[src/rtl/vram_pkg.sv]
// rtl/vram_pkg.sv - shared widths and pipeline owner tags for the VRAM arbiter
package vram_pkg;
   localparam int ADDR_W = 14;
   localparam int DATA_W = 16;

   typedef enum logic [1:0] {
      OWN_NONE = 2'd0,
      OWN_DISP = 2'd1,
      OWN_CPU  = 2'd2
   } owner_t;
endpackage

[src/rtl/vram_arb_pipe.sv]
// rtl/vram_arb_pipe.sv - two-stage owner-tag pipeline that steers SPRAM read data
// back to the requester that issued the access.
module vram_arb_pipe
   import vram_pkg::*;
#(
   parameter int DATA_W = vram_pkg::DATA_W
) (
   input  logic              clk,
   input  logic              reset,
   input  owner_t            issue_tag,
   input  logic              issue_we,
   input  logic [DATA_W-1:0] ram_rdata,
   output logic              disp_valid,
   output logic [DATA_W-1:0] disp_rdata,
   output logic              cpu_ack,
   output logic [DATA_W-1:0] cpu_rdata
);

   owner_t tag_s1;
   owner_t tag_s2;
   logic   we_s1;
   logic   we_s2;

   always_ff @(posedge clk or posedge reset) begin
      if (reset) begin
         tag_s1     <= OWN_NONE;
         tag_s2     <= OWN_NONE;
         we_s1      <= 1'b0;
         we_s2      <= 1'b0;
         disp_valid <= 1'b0;
         cpu_ack    <= 1'b0;
         disp_rdata <= '0;
         cpu_rdata  <= '0;
      end else begin
         tag_s1     <= issue_tag;
         we_s1      <= issue_we;
         tag_s2     <= tag_s1;
         we_s2      <= we_s1;
         disp_valid <= (tag_s2 == OWN_DISP);
         cpu_ack    <= (tag_s2 == OWN_CPU);
         // ram_rdata belongs to the stage-2 access; only the owner's register moves
         if (tag_s2 == OWN_DISP)
            disp_rdata <= ram_rdata;
         if (tag_s2 == OWN_CPU && !we_s2)
            cpu_rdata <= ram_rdata;
      end
   end

endmodule

[src/rtl/vram_arbiter.sv]
// rtl/vram_arbiter.sv - shares one SPRAM between VGA scanout and the CPU screen port,
// display first with a starvation counter that forces a CPU slot.
module vram_arbiter
   import vram_pkg::*;
#(
   parameter int ADDR_W       = vram_pkg::ADDR_W,
   parameter int DATA_W       = vram_pkg::DATA_W,
   parameter int STARVE_LIMIT = 4
) (
   input  logic              clk,
   input  logic              reset,
   input  logic              disp_req,
   input  logic [ADDR_W-1:0] disp_addr,
   output logic              disp_gnt,
   output logic              disp_valid,
   output logic [DATA_W-1:0] disp_rdata,
   input  logic              cpu_req,
   input  logic              cpu_we,
   input  logic [ADDR_W-1:0] cpu_addr,
   input  logic [DATA_W-1:0] cpu_wdata,
   output logic              cpu_gnt,
   output logic              cpu_ack,
   output logic [DATA_W-1:0] cpu_rdata,
   output logic [ADDR_W-1:0] ram_addr,
   output logic [DATA_W-1:0] ram_wdata,
   output logic              ram_we,
   output logic              ram_en,
   input  logic [DATA_W-1:0] ram_rdata
);

   localparam logic [3:0] LIMIT = 4'(STARVE_LIMIT);

   logic   [3:0] starve_cnt;
   logic         cpu_win;
   logic         disp_win;
   owner_t       issue_tag;

   // Grants are held low during reset so nothing is issued from a stale request.
   always_comb begin
      cpu_win   = 1'b0;
      disp_win  = 1'b0;
      issue_tag = OWN_NONE;
      if (!reset) begin
         if (cpu_req && (!disp_req || starve_cnt == LIMIT)) begin
            cpu_win   = 1'b1;
            issue_tag = OWN_CPU;
         end else if (disp_req) begin
            disp_win  = 1'b1;
            issue_tag = OWN_DISP;
         end
      end
   end

   assign disp_gnt = disp_win;
   assign cpu_gnt  = cpu_win;

   always_ff @(posedge clk or posedge reset) begin
      if (reset) begin
         ram_addr   <= '0;
         ram_wdata  <= '0;
         ram_we     <= 1'b0;
         ram_en     <= 1'b0;
         starve_cnt <= '0;
      end else begin
         ram_en    <= cpu_win | disp_win;
         ram_we    <= cpu_win & cpu_we;
         ram_wdata <= (cpu_win && cpu_we) ? cpu_wdata : '0;
         if (cpu_win)
            ram_addr <= cpu_addr;
         else if (disp_win)
            ram_addr <= disp_addr;

         // Counts display grants that made a waiting CPU lose; saturates at the limit.
         if (!cpu_req || cpu_win)
            starve_cnt <= '0;
         else if (disp_win && starve_cnt != LIMIT)
            starve_cnt <= starve_cnt + 4'd1;
      end
   end

   vram_arb_pipe #(
      .DATA_W(DATA_W)
   ) u_pipe (
      .clk        (clk),
      .reset      (reset),
      .issue_tag  (issue_tag),
      .issue_we   (cpu_win & cpu_we),
      .ram_rdata  (ram_rdata),
      .disp_valid (disp_valid),
      .disp_rdata (disp_rdata),
      .cpu_ack    (cpu_ack),
      .cpu_rdata  (cpu_rdata)
   );

endmodule

[config.mk]
export PLATFORM = sky130hd
export DESIGN_NAME = vram_arbiter
export DESIGN_NICKNAME = d
export VERILOG_FILES = /design/src/rtl/vram_pkg.sv /design/src/rtl/vram_arb_pipe.sv /design/src/rtl/vram_arbiter.sv
export SDC_FILE = /design/constraint.sdc
export NUM_CORES = 1
export LEC_CHECK = 0
export ABC_AREA = 1
export CAP_MARGIN = 20
export CORE_MARGIN = 5
export CORE_UTILIZATION = 38
export CTS_BUF_LIST = sky130_fd_sc_hd__clkbuf_2
export DETAILED_ROUTE_END_ITERATION = 8
export MAX_ROUTING_LAYER = met4
export PLACE_DENSITY_LB_ADDON = 0.05
export SLEW_MARGIN = 5
export SYNTH_ARGS = -nofsm -noshare
export SYNTH_HDL_FRONTEND = slang
export SYNTH_SLANG_ARGS = --single-unit
[constraint.sdc]
create_clock -name clk -period 1.9 [get_ports clk]
set_clock_uncertainty 0.15 [all_clocks]
set_input_delay 0.475 -clock clk [delete_from_list [all_inputs] [get_ports clk]]
set_output_delay 0.475 -clock clk [all_outputs]
set_load 0.01 [all_outputs]
==> flow_summary.toml <==
[worst_setup_path]
reg2reg_from = "starve_cnt[0]"
start_kind = "register"
r2r_end = "starve_cnt[3]"
reg2reg_slack_ns = 0.22
endpoint_kind = "primary output"
path_class = "register to primary output"
path_max_fanout = 3
crit_arrival_ns = 1.57
reg2reg_depth = 10
crit_required_ns = 1.27

[clock_tree]
cts.root.buffer_cell = "clkbuf_2"
clock_path_buffers = 2
clk_latency_ns = 0.47
clock-sinks = 75
htree_levels = 3
clkTransAtPathRegs_ns = 0.20
cts_buffers = 9
hold_buffers = 0
cts_tree = "yes"

[hold_path]
min_to = "u_pipe.tag_s2[1]"
holdPathStages = 0
min_from = "u_pipe.tag_s1[1]"
hold_path_class = "register to register"

[logic_synthesis]
synth_mux_area_share_pct = 0
syn-num-nets = 407
syn_inst = 340
ys_seq_area_share_pct = 60.8
synth.avg_cell_area_sq_um = 9.07
synthXorXnorAreaFrac_pct = 0.568
synth-seq-cells = 75
ys_warn_count = 0
synth_top_family_by_area = "simple AND/OR/NAND/NOR gates"
synthSimpleGateAreaFrac_pct = 20.6
synth-adder-area-share_pct = 0.811
synth_compound_area_share_pct = 6.04
ys_types = 21
syn_area_sq_mm = 0.00309

[power_and_ir_drop]
power.share.sequential_pct = 48.6
ir_drop_v = 0.000414
p_clk_share_pct = 26.0
swShare_pct = 28.2
comb_power_share_pct = 25.3
finalPower_w = 0.00385
p_switching_w = 0.00108
p_int_w = 0.00277
p_per_area_mw_per_mm2 = 778
leakage_nw = 2.70

[cells_and_area]
regArea_sq_mm = 0.00188
final_area_sq_mm = 0.00495
fin_nets = 584
multiInputGateArea_sq_um = 895
antennaDiodeCount = 0
fill_cells = 701
drive_gt1_share_pct = 17.4
fin_util_pct = 63.4
area_growth_pct = 60.4

[floorplan]
start_util_pct = 39.5
rows = 32
chipWidth_um = 100
fp.coreArea_sq_mm = 0.00781
dieArea_sq_mm = 0.0100
die_h_um = 100
io_pins = 133

[flow_run]
max-cap-violations = 0

[global_routing]
grt.total_usage_pct = 17.2
grt_max_degree = 44
grt_pass1_vias = 2848
grt_pass1_wl_mm = 13.4
grt-ovfl-total = 0
antenna_found_initial = 0

[detailed_routing]
vias_per_cell = 4.43
vias = 2765
routed_wl_mm = 8.03
ant_nets = 0
drc = 0
drtIter0Drc = 103
drt_pass1_iterations = 4
wl_per_cell_um = 12.9

[placement]
placed_area_sq_mm = 0.00461
gp_congestion = 0.781
portBuffers = 132
hpwl_mm = 5.66

[sta]
fmax_mhz = 455
relSlewSlack_pct = 42.0
fin_crit_ns = 2.20
rsz0062_at_grt = "yes"
setup_slack_ns = -0.300
slew_viol_final = 0
finalCritPeriodShare_pct = 116
setup_viol = 2
finalHoldViolations = 0
tightest_slew_ns = 0.870

[status]
outcome = "finished, violations left"
failed_checks = "negative setup slack"
==> placed cells by master (no fill, tap or decap), types with 3 or more instances in the layout <==
cell type	n
buf_4	45
buf_6	3
clkbuf_2	14
clkdlybuf4s15_1	34
clkdlybuf4s50_1	64
clkinvlp_4	3
dfrtp_1	75
dlygate4sd2_1	28
inv_1	68
inv_2	3
nand2_1	81
nand3_1	18
nand4_1	15
nor2_1	10
nor2_2	10
o21ai_0	32
==> layout make-up <==
type	count	area share [%]
sequential	75	37.9
clock inverter	6	1.82
inverter	73	5.64
timing repair inverter	1	0.152
clock buffer	10	1.01
tap	102	2.58
timing repair buffer	179	32.8
multi-input combinational	178	18.1
==> synthesized netlist by cell type <==
cell	instances	area, sq um
nand4_1	15	93.8
xor2_1	2	17.5
nor2_2	9	56.3
nand3_2	1	10.0
dfrtp_1	75	1880
nor2_1	11	41.3
buf_6	1	11.3
o21a_1	1	7.51
nand2_4	2	22.5
o21ai_2	1	8.76
a21oi_1	2	10.0
inv_1	71	267
nand3_4	1	17.5
o21ai_0	32	160
buf_4	1	7.51
nand3_1	18	90.1
inv_2	2	7.51
ha_1	2	25.0
nand2_1	81	304
clkbuf_1	7	26.3
buf_2	5	25.0
==> metal layers <==
layer  track usage, %  vias up  routed length (um)
met2             27.0       95                3830
met1             21.4     1277                3490
met3             5.21        4                 656
li1                 -     1389                   -
met5                -        -                   0
met4             5.60        0                  48
==> how the worst max path moves through the flow <==
stage	from	endpoint	slack, ns	cells after the start
6_report	starve_cnt[1]	cpu_gnt	-0.30	8
5_1_grt	starve_cnt[0]	disp_gnt	-0.46	8
4_1_cts	starve_cnt[0]	cpu_gnt	-0.41	8
3_5_place_dp	disp_req	disp_gnt	-0.65	6
3_3_place_gp	disp_req	disp_gnt	-0.62	6
2_1_floorplan	starve_cnt[0]	disp_gnt	0.04	8
==> critical path: stages, from the launching register on <==
cell     delay [ns]
dfrtp_1        0.43
inv_2          0.07
ha_4           0.14
nand3_4        0.06
nand2_4        0.07
buf_6          0.10
nand3_4        0.06
inv_2          0.07
buf_6          0.10
==> kinds of logic (layout without fill, tap and decap cells) <==
| logic type | count (synthesis) | after routing |
|---|---|---|
| adder cells (fa/ha/maj) | 2 | 2 |
| flip-flops | 75 | 75 |
| AND/OR/NAND/NOR | 138 | 138 |
| buffers and inverters | 87 | 269 |
| AO/OA/AOI/OAI | 36 | 36 |
| XOR/XNOR | 2 | 2 |
==> sequential cells by signal, summed over array words and instances, names as in the netlist, 2 cells and up <==
register           count
ram_wdata             16
u_pipe.cpu_rdata      16
u_pipe.disp_rdata     16
ram_addr              14
starve_cnt             4
u_pipe.tag_s1          2
u_pipe.tag_s2          2
==> power by group through the flow <==
| stage | Sequential (W) | Clock [W] | Combinational, W |
|---|---|---|---|
| 2_1_floorplan | 0.00199 | 0 | 0.000251 |
| 3_3_place_gp | 0.00190 | 0 | 0.000931 |
| 3_5_place_dp | 0.00191 | 0 | 0.000940 |
| 4_1_cts | 0.00187 | 0.00105 | 0.000919 |
| 5_1_grt | 0.00190 | 0.00112 | 0.00108 |
| 6_report | 0.00187 | 0.00100 | 0.000976 |
==> what timing repair did <==
item / in CTS / in global routing
resized for setup: 80 / 48
endpoints found under the setup margin: 69 / 52
pin swaps: 3 / 1
gates cloned: 0 / 1
setup buffers: 19 / 9
==> through the flow <==
stage          TNS [ns]  instances  hold slack [ns]  setup WS [ns]
2_1_floorplan         0        340            0.181         0.0360
3_3_place_gp     -13.72        579            0.187         -0.623
3_5_place_dp     -15.47        579            0.186         -0.645
4_1_cts          -0.800        614            0.229         -0.409
5_1_grt          -0.901        624            0.237         -0.456
6_report         -0.574        624            0.225         -0.300
Power figures use the tool's default switching activity.
